## src/rtl/aes_round_ctrl.sv

```systemverilog
// AES-128 round sequencer: IDLE -> LOAD -> 10 round slots -> DONE.
// Each round slot lasts ROUND_CYCLES cycles and strobes round_en in its last cycle.
// The round_idx/mix_en/rcon outputs are decoded from registered state.
// start_ready is the one exception: it is the IDLE decode gated by the abort input.
// Optional feature: define AES_CTRL_PERF_CNT_EN to add the blk_count output.
// blk_count is a saturating 16-bit count of completed output handshakes.
module aes_round_ctrl #(
    parameter int ROUND_CYCLES = 1
) (
    input  logic       clk,
    input  logic       rst,
    input  logic       start_valid,
    output logic       start_ready,
    input  logic       abort,
    output logic       dp_load,
    output logic       round_en,
    output logic [3:0] round_idx,
    output logic       mix_en,
    output logic [7:0] rcon,
    output logic       busy,
    output logic       done_valid,
    input  logic       done_ready
`ifdef AES_CTRL_PERF_CNT_EN
    ,
    output logic [15:0] blk_count
`endif
);

    typedef enum logic [1:0] {IDLE, LOAD, ROUND, DONE} state_t;

    localparam logic [1:0] SLOT_LAST  = 2'(ROUND_CYCLES - 1);
    localparam logic [3:0] LAST_ROUND = 4'd10;

    state_t     state, state_next;
    logic [1:0] slot_cnt;
    logic       slot_end;

    assign slot_end = (slot_cnt == SLOT_LAST);

    // State register
    always_ff @(posedge clk or posedge rst) begin
        if (rst) state <= IDLE;
        else     state <= state_next;
    end

    // Next-state logic; abort wins over every other transition outside IDLE
    always_comb begin
        state_next = state;
        case (state)
            IDLE:  if (start_valid && !abort) state_next = LOAD;
            LOAD:  state_next = abort ? IDLE : ROUND;
            ROUND: begin
                if (abort)                                   state_next = IDLE;
                else if (slot_end && round_idx == LAST_ROUND) state_next = DONE;
            end
            DONE:  if (abort || done_ready) state_next = IDLE;
            default: state_next = IDLE;
        endcase
    end

    // Round/slot counters; round_idx is held at 0 whenever the next state is not ROUND
    always_ff @(posedge clk or posedge rst) begin
        if (rst) begin
            round_idx <= 4'd0;
            slot_cnt  <= 2'd0;
        end else if (state_next != ROUND) begin
            round_idx <= 4'd0;
            slot_cnt  <= 2'd0;
        end else if (state == LOAD) begin
            round_idx <= 4'd1;
            slot_cnt  <= 2'd0;
        end else if (slot_end) begin
            round_idx <= round_idx + 4'd1;
            slot_cnt  <= 2'd0;
        end else begin
            slot_cnt  <= slot_cnt + 2'd1;
        end
    end

    // Output decode from registered state
    always_comb begin
        start_ready = (state == IDLE) && !abort;
        dp_load     = (state == LOAD);
        round_en    = (state == ROUND) && slot_end;
        mix_en      = (state == ROUND) && (round_idx != LAST_ROUND);
        busy        = (state != IDLE);
        done_valid  = (state == DONE);
    end

    // Key-schedule round constant; round_idx is 0 outside ROUND so rcon falls to 00
    always_comb begin
        rcon = 8'h00;
        case (round_idx)
            4'd1:  rcon = 8'h01;
            4'd2:  rcon = 8'h02;
            4'd3:  rcon = 8'h04;
            4'd4:  rcon = 8'h08;
            4'd5:  rcon = 8'h10;
            4'd6:  rcon = 8'h20;
            4'd7:  rcon = 8'h40;
            4'd8:  rcon = 8'h80;
            4'd9:  rcon = 8'h1B;
            4'd10: rcon = 8'h36;
            default: rcon = 8'h00;
        endcase
    end

`ifdef AES_CTRL_PERF_CNT_EN
    // Completed-block counter; a handshake coinciding with abort still counts
    always_ff @(posedge clk or posedge rst) begin
        if (rst)
            blk_count <= 16'h0000;
        else if (state == DONE && done_ready && blk_count != 16'hFFFF)
            blk_count <= blk_count + 16'h0001;
    end
`endif

endmodule

```

## config.mk

```make
export PLATFORM = sky130hd
export DESIGN_NAME = aes_round_ctrl
export DESIGN_NICKNAME = d
export VERILOG_FILES = /design/src/rtl/aes_round_ctrl.sv
export SDC_FILE = /design/constraint.sdc
export NUM_CORES = 1
export LEC_CHECK = 0
export BUFFER_PORTS_ARGS = -buffer_cell sky130_fd_sc_hd__buf_4
export CAP_MARGIN = 10
export CORE_MARGIN = 2
export CORE_UTILIZATION = 35
export CTS_BUF_LIST = sky130_fd_sc_hd__clkbuf_4 sky130_fd_sc_hd__clkbuf_8
export CTS_CLUSTER_DIAMETER = 30
export DETAILED_ROUTE_END_ITERATION = 7
export HOLD_SLACK_MARGIN = 0.1
export SLEW_MARGIN = 20
export SYNTH_ARGS = -nofsm -noshare
export SYNTH_HDL_FRONTEND = slang
export SYNTH_SLANG_ARGS = --single-unit
```

## constraint.sdc

```tcl
create_clock -name clk -period 1.7 [get_ports clk]
set_clock_uncertainty 0.05 [all_clocks]
set_input_delay 0.085 -clock clk [delete_from_list [all_inputs] [get_ports clk]]
set_output_delay 0.085 -clock clk [all_outputs]
set_load 0.1 [all_outputs]
```

---- Word level (Yosys, flattened, before mapping) ----
Memories as Yosys holds them, arrays and structs flattened.
Cells that the tools add are included.
word-level totals
  flip-flop bits (word level) ............. 8
  bits in latches ......................... 0
  bits in writable memories ............... 0
  ROM bits ................................ 128
  input port bits ......................... 5
  output and inout bits ................... 18
  word-level logic and storage cells ...... 35
  memories ................................ 1
memory list
  name              depth  bits a word  read ports  clocked after Yosys merged registers in  write ports  RTL line  source
  (name not given)  16     8            1           0                                        0            93        case (round_idx)
operators by class
  add/sub/neg operators ................... 2
  multipliers ............................. 0
  div/mod/pow operators ................... 0
  $lt $le $gt $ge ......................... 0
  equal/unequal tests ..................... 6
  shift operators ......................... 0
  multiplexer cells ....................... 12
  bitwise gates (word level) .............. 0
  reductions and logical operators ........ 11
operator list
  operator                                                                count
  2-bit 2-to-1 mux                                                        8
  4-bit 2-to-1 mux                                                        3
  2-bit one-hot mux with 4 select lines                                   1
  1-bit logical AND                                                       5
  4-bit by 1-bit adder with 4-bit output (second input constant)          1
  2-bit equality test (second input constant)                             2
  4-bit equality test (second input constant)                             1
  2-bit zero test                                                         2
  4-bit inequality test (second input constant)                           1
  3-bit nonzero test                                                      1
  2-bit by 1-bit adder with 2-bit output (second input constant)          1
  2-bit by 1-bit equality test with 1-bit output (second input constant)  1
  2-bit inequality test (second input constant)                           1
  2-bit nonzero test                                                      1
  1-bit zero test                                                         1
  1-bit logical OR                                                        1

---- Logic depth before layout (Yosys ltp) ----
Gate-level depths: netlist (run 1).
  depth after elaboration ................. 7
  mapped depth ............................ 6
  gate-level depth less buffers ........... 5

---- Least setup slack after synthesis (run 1) ----
No wires, ideal clock.
  kind .................................... reg2out
  from .................................... reg round_idx[0]
  to ...................................... out rcon[4]
  arrival ................................. 3.674 ns
  required time ........................... 1.565 ns
  path slack .............................. -2.109 ns
  stages on the path, launching flop included .. 5
  path buffers ............................ 0
  cells stage by stage .................... dfrtp_1 inv_1 ha_1 nand2_1 o21ai_0
on the way
  longest elaborated chain between the ends .. 1
ends and longest elaborated chain
  element                 RTL line  source
  start, declared         17        output logic [3:0] round_idx,
  start signal, assigned  73        round_idx <= round_idx + 4'd1;
  memory read 16 x 8 bit  n/a
  end, declared           19        output logic [7:0] rcon,
No other way between the ends.

---- Final worst setup path (run 1) ----
  from .................................... reg round_idx[0]
  to ...................................... out rcon[1]
The elaborated chain is that of the path after synthesis.

==> summary.md, run 1 <==
| Metric | Value |
|---|---|
| Status | `finished clean` |
| Worst slack, placed | `0.199 ns` |
| FP Rows | `14` |
| Synthesis warning total | `0` |
| Reg2Reg Launch Point | `state[1]` |
| CP required | `1.56 ns` |
| Minimum clock period | `1.63 ns` |
| Register area share after synthesis | `0.338` |
| Ratio of final minimum period to clock period | `0.961` |
| Worst vdd ir | `511 uV` |
| Die area | `2040 sq um` |
| Total GRT Usage | `0.152` |
| Root Driver | `clkbuf_4` |
| Achievable Freq | `612 MHz` |
| Number of global-route vias before repair | `533` |
| Arrival time worst endpoint | `1.50 ns` |
| Layout area overhead | `76.3%` |
| Placed cell area | `911 sq um` |
| Final Slew Violations | `0` |
| Vias | `564` |
| Worst-path clk slew | `0.06 ns` |
| Clock Power Share | `0.285` |
| PwrDens | `566 nW/um^2` |
| Leak | `0.000477 uW` |
| Internal | `362 uW` |
| Switching portion of total power | `0.388` |
| Unique cell type count in the Yosys netlist | `23` |
| Critical Path Max Stage Delay | `0.53 ns` |
| Initial Utilization | `0.384` |
| Dpl cells | `107` |
| Fin nets | `114` |
| Gpl congestion | `0.756` |
| Final instance area | `1040 sq um` |
| Mapped Nets | `81` |
| Ranking of synthesized cells by area | `dfrtp_1, ha_1, inv_1, nor2b_1, nor2_1` |
| CP max-delay cell | `dfrtp_4` |
| Clk buf depth | `2` |
| Final Hold Viols | `0` |
| CTS Buf Count | `3` |
| H-Tree Depth | `1` |
| Worst setup EP type | `output pin` |
| Netlist Area Pre-Place | `592 sq um` |
| NetSw | `229 uW` |
| Final wirelength | `1360 um` |
| GRT Residual Overflow | `0` |
| Worst rel slew slack | `0.799` |
| Post-synth top area cell | `dfrtp_1` |
| First-pass GRT wire length | `2230 um` |
| Iter 0 DRT Violations | `3` |
| Pin count of the biggest net entering global routing | `10` |
| Die Span X | `45.1 um` |
| Layout Cells excl Fill | `116` |
| CP Class | `flop to output pin` |
| Mean post-synth cell area | `8.70 sq um` |
| Max-Cap Viols | `0` |
| Later-pin clock latency in the skew report | `0.25 ns` |
| Crit Path Max Fanout | `7` |
| First drt pass iteration count | `4` |
| Yosys top cell area share | `0.338` |
| PnR worst setup slack | `0.0655 ns` |
| Gate power share | `0.364` |
| # diodes | `0` |
| Drt drc | `0` |
| Antenna violations before repair | `0` |
| Number of clock sinks | `8` |
| Post-DP HPWL | `1050 um` |
| Fillers | `132` |
| CP Launch Type | `flop` |
| #FFs+latches synth | `8` |
| Core area | `1540 sq um` |
| Vias/cell | `4.86` |
| RR Endpoint | `state[1]` |
| Post-CTS setup buffer count | `0` |
| Die Y | `45.1 um` |
| Total power | `591 uW` |
| Tightest Hold Check Type | `input pin to async pin` |
| TritonCTS clock tree | `yes` |
| Share of cells above drive strength 1 | `0.540` |
| WL/cell | `11.7 um` |
| Cell count after synthesis | `68` |
| Routed Antenna Nets | `0` |
| R2R Setup Slk | `0.17 ns` |
| I/O Buffers | `22` |
| Setup violators final | `0` |
| Crit path max-delay family | `flip-flops` |
| Actual slew at the worst max-slew pin | `0.301 ns` |
| Cell breakdown of the critical path | `inv_4 > ha_4 > nand2b_1 > a21oi_4 > buf_12` |
| I/O pin count | `23` |
| Seq pwr share | `0.350` |
| WP buf/inv | `2` |
| R2R depth | `3` |
[layer usage]
metal  wire (um)  GRT usage  up-vias  share of wire
li1            -          -      289              -
met1         619      0.221      258           0.45
met2         685      0.229       17           0.50
met3          58     0.0240        0          0.043
met4           0     0.0529        0              0
met5           0          0        -              0
[worst max path at each step]
| stage | slack (ns) | cells past startpoint | end | startpoint |
|---|---|---|---|---|
| floorplan | -0.08 | 4 | rcon[1] | round_idx[0] |
| CTS | 0.004 | 4 | round_en | slot_cnt[1] |
| global placement | 0.20 | 3 | round_idx[2] | round_idx[1] |
| finish | 0.07 | 5 | rcon[1] | round_idx[0] |
| detailed placement | 0.20 | 3 | round_idx[2] | round_idx[1] |
| global route | -0.01 | 5 | rcon[1] | round_idx[0] |
[synthesized netlist by cell type (all sizes together)]
| master | count |
|---|---|
| inv | 10 |
| dfrtp | 8 |
| ha | 8 |
| nor2 | 7 |
| nor2b | 5 |
| nand2 | 4 |
| a21oi | 3 |
| and2 | 3 |
| nand2b | 3 |
| a211oi | 2 |
| nand4 | 2 |
| o21ai | 2 |
| xor2 | 2 |
| a22o | 1 |
| a311o | 1 |
| a311oi | 1 |
| a31oi | 1 |
| and2b | 1 |
| buf | 1 |
| clkbuf | 1 |
| mux2i | 1 |
| o21a | 1 |
[worst reg2reg max path, cell delays in order (launching register included)]
cell	delay [ns]
dfrtp_1	0.41
and2_1	0.18
a211oi_1	0.24
dlygate4sd3_1	0.59
[layout by cell type, fill, tap and decap left out, types with 2 or more instances in the layout]
cell type and n:
buf_4 20, inv_4 2, nand4_1 2, ha_1 4
clkbuf_4 4, xor2_1 2, nor2b_2 2, nand2b_1 3
ha_2 2, nand2_1 3, dfrtp_1 4, buf_12 3
inv_1 8, and2_2 2, buf_6 2, nor2b_1 2
ha_4 2, o21ai_4 2, dlygate4sd3_1 5, a21oi_4 2
nor2_1 6, dfrtp_4 4
[flip-flops by register name, summed over array words and instances (netlist names)]
| name | flops |
|---|---|
| round_idx | 4 |
| slot_cnt | 2 |
| state | 2 |
[through the flow]
stage	util	TNS, ns	hold WS [ns]
finish	0.677	0	0.278
global route	0.677	-0.0105	0.315
CTS	0.650	0	0.281
detailed placement	0.591	0	-0.00247
global placement	0.591	0	-0.00437
floorplan	-	-0.270	-0.149
[power by group through the flow]
stage               Sequential (uW)  Clock, uW  Combinational, uW
CTS                             207        176                216
global placement                211          0                206
global route                    208        184                226
finish                          207        168                215
floorplan                       224          0                148
detailed placement              211          0                205
[final cells by class]
type                       instances  area [sq um]  area share
clock buffer                       4          30.0      0.0288
timing repair buffer              30           283       0.271
sequential                         8           215       0.206
tap                               16          20.0      0.0192
inverter                          10          42.5      0.0408
multi-input combinational         48           453       0.434
[kinds of logic after synthesis]
kind of cell,count (synthesis),share of synthesized area
muxes,1,0.0169
AOI/OAI and AO/OA,12,0.146
adders and majority gates,8,0.169
DFF,8,0.338
and+or+nand+nor,25,0.220
buffers and inverters,12,0.0803
xor gates and xnor gates,2,0.0296
[what timing repair did]
item                                    4_1_cts  5_1_grt
endpoints found under the setup margin        3        7
gates resized for setup                       3       11
endpoints found under the hold margin        11        0
hold buffers                                  5        0
Note: power is estimated with default switching activity, not from simulation.
==> inputs of run 2 (changes only) <==
--- a/config.mk
+++ b/config.mk
@@ -7,12 +7,14 @@
 export LEC_CHECK = 0
 export BUFFER_PORTS_ARGS = -buffer_cell sky130_fd_sc_hd__buf_4
 export CAP_MARGIN = 10
-export CORE_MARGIN = 2
-export CORE_UTILIZATION = 35
+export CORE_AREA = 2 2 39 41
 export CTS_BUF_LIST = sky130_fd_sc_hd__clkbuf_4 sky130_fd_sc_hd__clkbuf_8
 export CTS_CLUSTER_DIAMETER = 30
 export DETAILED_ROUTE_END_ITERATION = 7
+export DIE_AREA = 0 0 41 43
+export GPL_TIMING_DRIVEN = 0
 export HOLD_SLACK_MARGIN = 0.1
+export PLACE_DENSITY = 0.74
 export SLEW_MARGIN = 20
 export SYNTH_ARGS = -nofsm -noshare
 export SYNTH_HDL_FRONTEND = slang
==> constraint.sdc (replaced) <==
create_clock -name clk -period 1.7 [get_ports clk]
set_clock_uncertainty 0.05 [all_clocks]
set_input_delay 0.085 -clock clk [delete_from_list [all_inputs] [get_ports clk]]
set_output_delay 0.085 -clock clk [all_outputs]
set_load 0.05 [all_outputs]
==> run 2 against run 1 <==
- sequential power about the same
- clock power about the same
- hold slack improved by 0.018 ns
- core utilization decreased by 2.7 points
- die area decreased by 13%
- sequential share of layout area increased by 2.2 points
- critical path type unchanged
- largest power group is now registers
==> summary.md, run 2 (same netlist as run 1, synthesis figures left out) <==
| Metric | Value |
|---|---|
| Status | `finished clean` |
| Number of global-route vias before repair | `509 (-4.5%)` |
| Core area | `1380 sq um (-10%)` |
| First-pass GRT wire length | `2130 um (-4.3%)` |
| Fillers | `118 (-11%)` |
| Gpl congestion | `0.718 (-5.0%)` |
| Die Span X | `41 um (-9.1%)` |
| Max reg flops | `4 (unchanged)` |
| CP max-delay cell | `dfrtp_2` |
| PwrDens | `574 nW/um^2 (+1.3%)` |
| Initial Utilization | `0.428 (+0.0437)` |
| Worst rel slew slack | `0.800 (+0.00127)` |
| Multi-input logic area | `374 sq um (-17%)` |
| Total power | `516 uW (-13%)` |
| Actual slew at the worst max-slew pin | `0.300 ns (-0.00162 ns)` |
| Placed cell area | `806 sq um (-12%)` |
| WL/cell | `11.6 um (-1.4%)` |
| I/O pin count | `23 (unchanged)` |
| Layout area overhead | `52.0%` |
| Tightest Hold Check Type | `input pin to async pin` |
| Worst setup EP type | `output pin` |
| Antenna violations before repair | `0 (unchanged)` |
| Final instance area | `900 sq um (-14%)` |
| Root Driver | `clkbuf_4` |
| Most flop-heavy register | `round_idx` |
| Pin count of the biggest net entering global routing | `11 (+1)` |
| Number of clock sinks | `8 (unchanged)` |
| I/O Buffers | `22 (unchanged)` |
| Most common cell after layout, fill and taps aside | `buf_4` |
| Setup violators final | `0 (unchanged)` |
| Die area | `1760 sq um (-13%)` |
| Min Hold Slack | `0.296 ns (+0.0178 ns)` |
| Highest Signal Layer | `met4` |
| Vias | `556 (-1.4%)` |
| CP Launch Type | `flop` |
| TritonCTS clock tree | `yes` |
| R2R depth | `4 (+1)` |
| Crit Path Max Fanout | `7 (unchanged)` |
| M1 wire length | `537 um (-13%)` |
| DR WL met3 | `70 um (+21%)` |
| CP Class | `flop to output pin` |
| Total GRT Usage | `0.179 (+0.0264)` |
| Max-Cap Viols | `0 (unchanged)` |
| Worst-path clk slew | `0.06 ns (about the same)` |
| Wire length on met2 | `701 um (+2.3%)` |
| First drt pass iteration count | `4 (unchanged)` |
| Ratio of final minimum period to clock period | `0.959 (-0.00219)` |
| GRT Residual Overflow | `0 (unchanged)` |
| Post-DP HPWL | `942 um (-11%)` |
| Final Slew Violations | `0 (unchanged)` |
| Later-pin clock latency in the skew report | `0.25 ns (about the same)` |
| Post-layout util | `0.650 (-0.0269)` |
| Drt drc | `0 (unchanged)` |
| CP required | `1.56 ns (about the same)` |
| FP Rows | `14 (unchanged)` |
| Clk buf depth | `2 (unchanged)` |
| PnR worst setup slack | `0.0692 ns (+0.00372 ns)` |
| Final wirelength | `1330 um (-2.2%)` |
| Seq. cell area | `205 sq um (-4.7%)` |
| Top flop regs | `round_idx: 4 flops, slot_cnt: 2 flops, state: 2 flops` |
| Worst vdd ir | `484 uV (-5.3%)` |
| Commonest cells after routing, fill and taps aside | `buf_4, inv_1, nor2_1, ha_1, dlygate4sd3_1` |
| Setup repair after global routing missed its margin | `no` |
| H-Tree Depth | `1 (unchanged)` |
| Routed Antenna Nets | `0 (unchanged)` |
| Achievable Freq | `613 MHz (+0.23%)` |
| Fin nets | `113 (-0.88%)` |
| Vias/cell | `4.83 (-0.56%)` |
| # diodes | `0 (unchanged)` |
| Worst slack, placed | `0.122 ns (-0.0767 ns)` |
| Share of cells above drive strength 1 | `0.404 (-0.136)` |
| Iter 0 DRT Violations | `3 (unchanged)` |
| Leak | `0.000437 uW (-8.3%)` |
| Cell breakdown of the critical path | `inv_1 > ha_2 > nand2b_1 > a21oi_4 > buf_6` |
| CTS Buf Count | `3 (unchanged)` |
| Final Hold Viols | `0 (unchanged)` |
| Minimum clock period | `1.63 ns (-0.00372 ns)` |
| Die Y | `43 um (-4.7%)` |
| Arrival time worst endpoint | `1.50 ns (about the same)` |
| Critical Path Max Stage Delay | `0.45 ns (-0.08 ns)` |
run 2: cell types whose count changed in the layout (fill, tap and decap cells not counted), sizes merged:
cell,delta
buf,-2
clkbuf,+1
run 2: power breakdown:
part | internal (uW) | leakage (uW) | switching (uW)
logic | 50.9 | 0.000315 | 92.1
clock network | 106 | 0.0000184 | 63.5
registers | 197 | 0.000103 | 7.47
run 2: layout make-up:
| class | instances | share of cell area |
|---|---|---|
| Inverter | 10 | 0.0417 |
| Buffer | 2 | 0.0111 |
| Tap cell | 16 | 0.0223 |
| Clock buffer | 4 | 0.0334 |
| Sequential cell | 8 | 0.228 |
| Timing Repair Buffer | 27 | 0.248 |
| Multi-Input combinational cell | 48 | 0.416 |
run 2: critical path: cells and delay by family, from the launching register on:
family / cells / cell delay [ns]
simple gates: 1 / 0.12
compound gates: 1 / 0.16
buf+inv: 2 / 0.27
flops: 1 / 0.45
fa+ha+maj: 1 / 0.26
run 2: per-stage QoR:
| step | instances | TNS (ns) |
|---|---|---|
| 5_1_grt | 115 | 0 |
| 6_report | 115 | 0 |
| 3_5_place_dp | 106 | 0 |
| 3_3_place_gp | 106 | 0 |
| 4_1_cts | 115 | 0 |
| 2_1_floorplan | 68 | -0.107 |
run 2: final timing paths:
path,start,to,slack (ns)
max,round_idx[0],rcon[1],0.07
min in group clk,abort,round_idx[0],0.53
min,rst,slot_cnt[1],0.30
max reg2reg,round_idx[3],round_idx[2],0.11
min reg2reg,round_idx[1],round_idx[1],0.56
max in group asynchronous,rst,round_idx[1],1.05
run 2: layer usage:
layer,vias to the layer above,global-route usage
met4,0,0.100
met3,4,0.0419
li1,283,-
met5,-,0
met1,250,0.191
met2,19,0.300
run 2: what timing repair did:
item / CTS / global route
hold buffers: 5 / 0
resized for setup: 1 / 4
buffers inserted: 0 / 0
setup endpoints to repair: 1 / 2
hold endpoints to repair: 11 / 0
gates cloned: 0 / 0
==> inputs of run 3 (changes only) <==
--- a/config.mk
+++ b/config.mk
@@ -7,14 +7,16 @@
 export LEC_CHECK = 0
 export BUFFER_PORTS_ARGS = -buffer_cell sky130_fd_sc_hd__buf_4
 export CAP_MARGIN = 10
-export CORE_AREA = 2 2 39 41
+export CELL_PAD_IN_SITES_DETAIL_PLACEMENT = 2
+export CELL_PAD_IN_SITES_GLOBAL_PLACEMENT = 2
+export CORE_MARGIN = 2
+export CORE_UTILIZATION = 27
 export CTS_BUF_LIST = sky130_fd_sc_hd__clkbuf_4 sky130_fd_sc_hd__clkbuf_8
 export CTS_CLUSTER_DIAMETER = 30
 export DETAILED_ROUTE_END_ITERATION = 7
-export DIE_AREA = 0 0 41 43
 export GPL_TIMING_DRIVEN = 0
 export HOLD_SLACK_MARGIN = 0.1
-export PLACE_DENSITY = 0.74
+export PLACE_DENSITY_LB_ADDON = 0.1
 export SLEW_MARGIN = 20
 export SYNTH_ARGS = -nofsm -noshare
 export SYNTH_HDL_FRONTEND = slang
==> run 3 against run 2 <==
- wire length increased by 29%
- first-iteration DRC count unchanged
- combinational power increased by 9.8%
- sequential share of layout area decreased by 1.7 points
- sequential power about the same
- critical path type unchanged
- largest cell class unchanged
==> summary.md, run 3 (same netlist as run 1, synthesis figures left out) <==
| Metric | Value |
|---|---|
| Status | `finished clean` |
| Die Span X | `50.8 um (+24%)` |
| Fillers | `230 (+95%)` |
| CP Launch Type | `flop` |
| Drt drc | `0 (unchanged)` |
| Final Hold Viols | `0 (unchanged)` |
| Worst vdd ir | `351 uV (-27%)` |
| CP Class | `flop to output pin` |
| Pin count of the biggest net entering global routing | `11 (unchanged)` |
| Top flop regs | `round_idx: 4 flops, slot_cnt: 2 flops, state: 2 flops` |
| Most common cell after layout, fill and taps aside | `buf_4` |
| Fin nets | `118 (+4.4%)` |
| Clk buf depth | `2 (unchanged)` |
| Actual slew at the worst max-slew pin | `0.300 ns (+0.000531 ns)` |
| Ratio of final minimum period to clock period | `0.961 (+0.00187)` |
| Setup_tns | `0 ns (unchanged)` |
| # diodes | `0 (unchanged)` |
| Min Hold Slack | `0.276 ns (-0.0202 ns)` |
| Setup violators final | `0 (unchanged)` |
| Tightest Hold Check Type | `input pin to async pin` |
| Internal | `361 uW (+2.3%)` |
| Worst setup EP type | `output pin` |
| R2R Setup Slk | `0.12 ns (about the same)` |
| I/O pin count | `23 (unchanged)` |
| Number of clock sinks | `8 (unchanged)` |
| I/O Buffers | `22 (unchanged)` |
| Root Driver | `clkbuf_4` |
| PwrDens | `554 nW/um^2 (-3.4%)` |
| Vias/cell | `4.50 (-7.0%)` |
| Leak | `0.000467 uW (+6.9%)` |
| Minimum clock period | `1.63 ns (+0.00318 ns)` |
| R2R depth | `4 (unchanged)` |
| NetSw | `178 uW (+9.2%)` |
| Total power | `539 uW (+4.5%)` |
| Share of cells above drive strength 1 | `0.442 (+0.0383)` |
| Worst-path clk slew | `0.06 ns (about the same)` |
| Die area | `2580 sq um (+46%)` |
| Gpl congestion | `0.680 (-5.3%)` |
| RR Endpoint | `round_idx[2]` |
| Routed Antenna Nets | `0 (unchanged)` |
| H-Tree Depth | `1 (unchanged)` |
| Seq pwr share | `0.377 (-0.018)` |
| Antenna violations before repair | `0 (unchanged)` |
| Worst rel slew slack | `0.800 (about the same)` |
| Arrival time worst endpoint | `1.50 ns (about the same)` |
| CP required | `1.56 ns (about the same)` |
| Number of global-route vias before repair | `665 (+31%)` |
| Initial Utilization | `0.293 (-0.135)` |
| CTS Buf Count | `3 (unchanged)` |
| TritonCTS clock tree | `yes` |
| Most flop-heavy register | `round_idx` |
| Die Y | `50.8 um (+18%)` |
| Core area | `2020 sq um (+46%)` |
| Commonest cells after routing, fill and taps aside | `buf_4, inv_1, nor2_1` |
| GRT Residual Overflow | `0 (unchanged)` |
| Grt peak-use layer | `met2` |
| Switching portion of total power | `0.330 (+0.0141)` |
| Setup repair after global routing missed its margin | `yes` |
| Iter 0 DRT Violations | `3 (unchanged)` |
| First drt pass iteration count | `3 (-1)` |
| Crit Path Max Fanout | `7 (unchanged)` |
| Layout area overhead | `64.5%` |
| Later-pin clock latency in the skew report | `0.26 ns (about the same)` |
| FP Rows | `16 (+2)` |
| Achievable Freq | `612 MHz (-0.19%)` |
| Max reg flops | `4 (unchanged)` |
| Final Slew Violations | `0 (unchanged)` |
| Final wirelength | `1710 um (+29%)` |
| First-pass GRT wire length | `3060 um (+43%)` |
| M3 GR Usage | `0.0468 (+0.00490)` |
| Vias | `589 (+5.9%)` |
| Reg2Reg Launch Point | `round_idx[3]` |
| Post-DP HPWL | `1160 um (+23%)` |
| Total GRT Usage | `0.161 (-0.0183)` |
| Met2 Use GR | `0.314 (+0.0136)` |
| Met1 Use GR | `0.165 (-0.0255)` |
| WL/cell | `13.1 um (+13%)` |
| Max-Cap Viols | `0 (unchanged)` |
| Gate power share | `0.290 (+0.013)` |
| Clock Power Share | `0.332 (+0.004)` |
run 3: cell count changes in the layout (fill, tap and decap cells not counted):
cell	delta
buf_4	+5
ha_1	-1
ha_2	-1
ha_4	+2
run 3: area by class of cell:
cell class | instances | area (sq um) | area share
Clock buffer | 4 | 30.0 | 0.0308
Multi-Input combinational cell | 48 | 397 | 0.407
Buffer | 2 | 10.0 | 0.0103
Timing Repair Buffer | 32 | 260 | 0.267
Sequential cell | 8 | 205 | 0.211
Inverter | 10 | 37.5 | 0.0386
Tap cell | 27 | 33.8 | 0.0347
run 3: layer usage:
layer / wire length [um] / vias to the layer above
met5: 0 / -
met4: 0 / 0
met3: 98 / 0
met2: 973 / 24
met1: 640 / 272
li1: - / 293
run 3: worst max-delay path, stage by stage (launching register included):
cell      delay (ns)
dfrtp_2         0.43
inv_1           0.16
ha_4            0.21
nand2b_1        0.10
a21oi_4         0.16
buf_6           0.17
run 3: timing repair:
action / 4_1_cts / 5_1_grt
hold endpoints to repair: 11 / 0
gates cloned: 0 / 0
gates resized for setup: 3 / 4
hold buffers: 5 / 0
setup endpoints to repair: 2 / 3
setup buffers: 4 / 1
run 3: power by group through the flow:
stage	clock (uW)	combinational, uW	sequential, uW
2_1_floorplan	0	84.0	213
3_3_place_gp	0	131	208
6_report	179	157	204
4_1_cts	190	152	203
5_1_grt	197	169	204
3_5_place_dp	0	132	208
run 3: how the worst max path moves through the flow:
stage                 start      endpoint  cells past startpoint
6_report       round_idx[0]       rcon[1]                      5
5_1_grt        round_idx[2]       rcon[2]                      5
4_1_cts        round_idx[3]       rcon[3]                      4
3_5_place_dp   round_idx[3]  round_idx[2]                      4
3_3_place_gp   round_idx[3]  round_idx[2]                      4
2_1_floorplan  round_idx[1]       rcon[4]                      4
run 3: through the flow:
step,area (sq um),worst slack (ns),utilization,instances
2_1_floorplan,621,-0.107,-,68
3_3_place_gp,820,0.104,0.405,117
3_5_place_dp,820,0.111,0.405,117
4_1_cts,943,0.0411,0.467,130
5_1_grt,973,-0.0221,0.481,131
6_report,973,0.0660,0.481,131
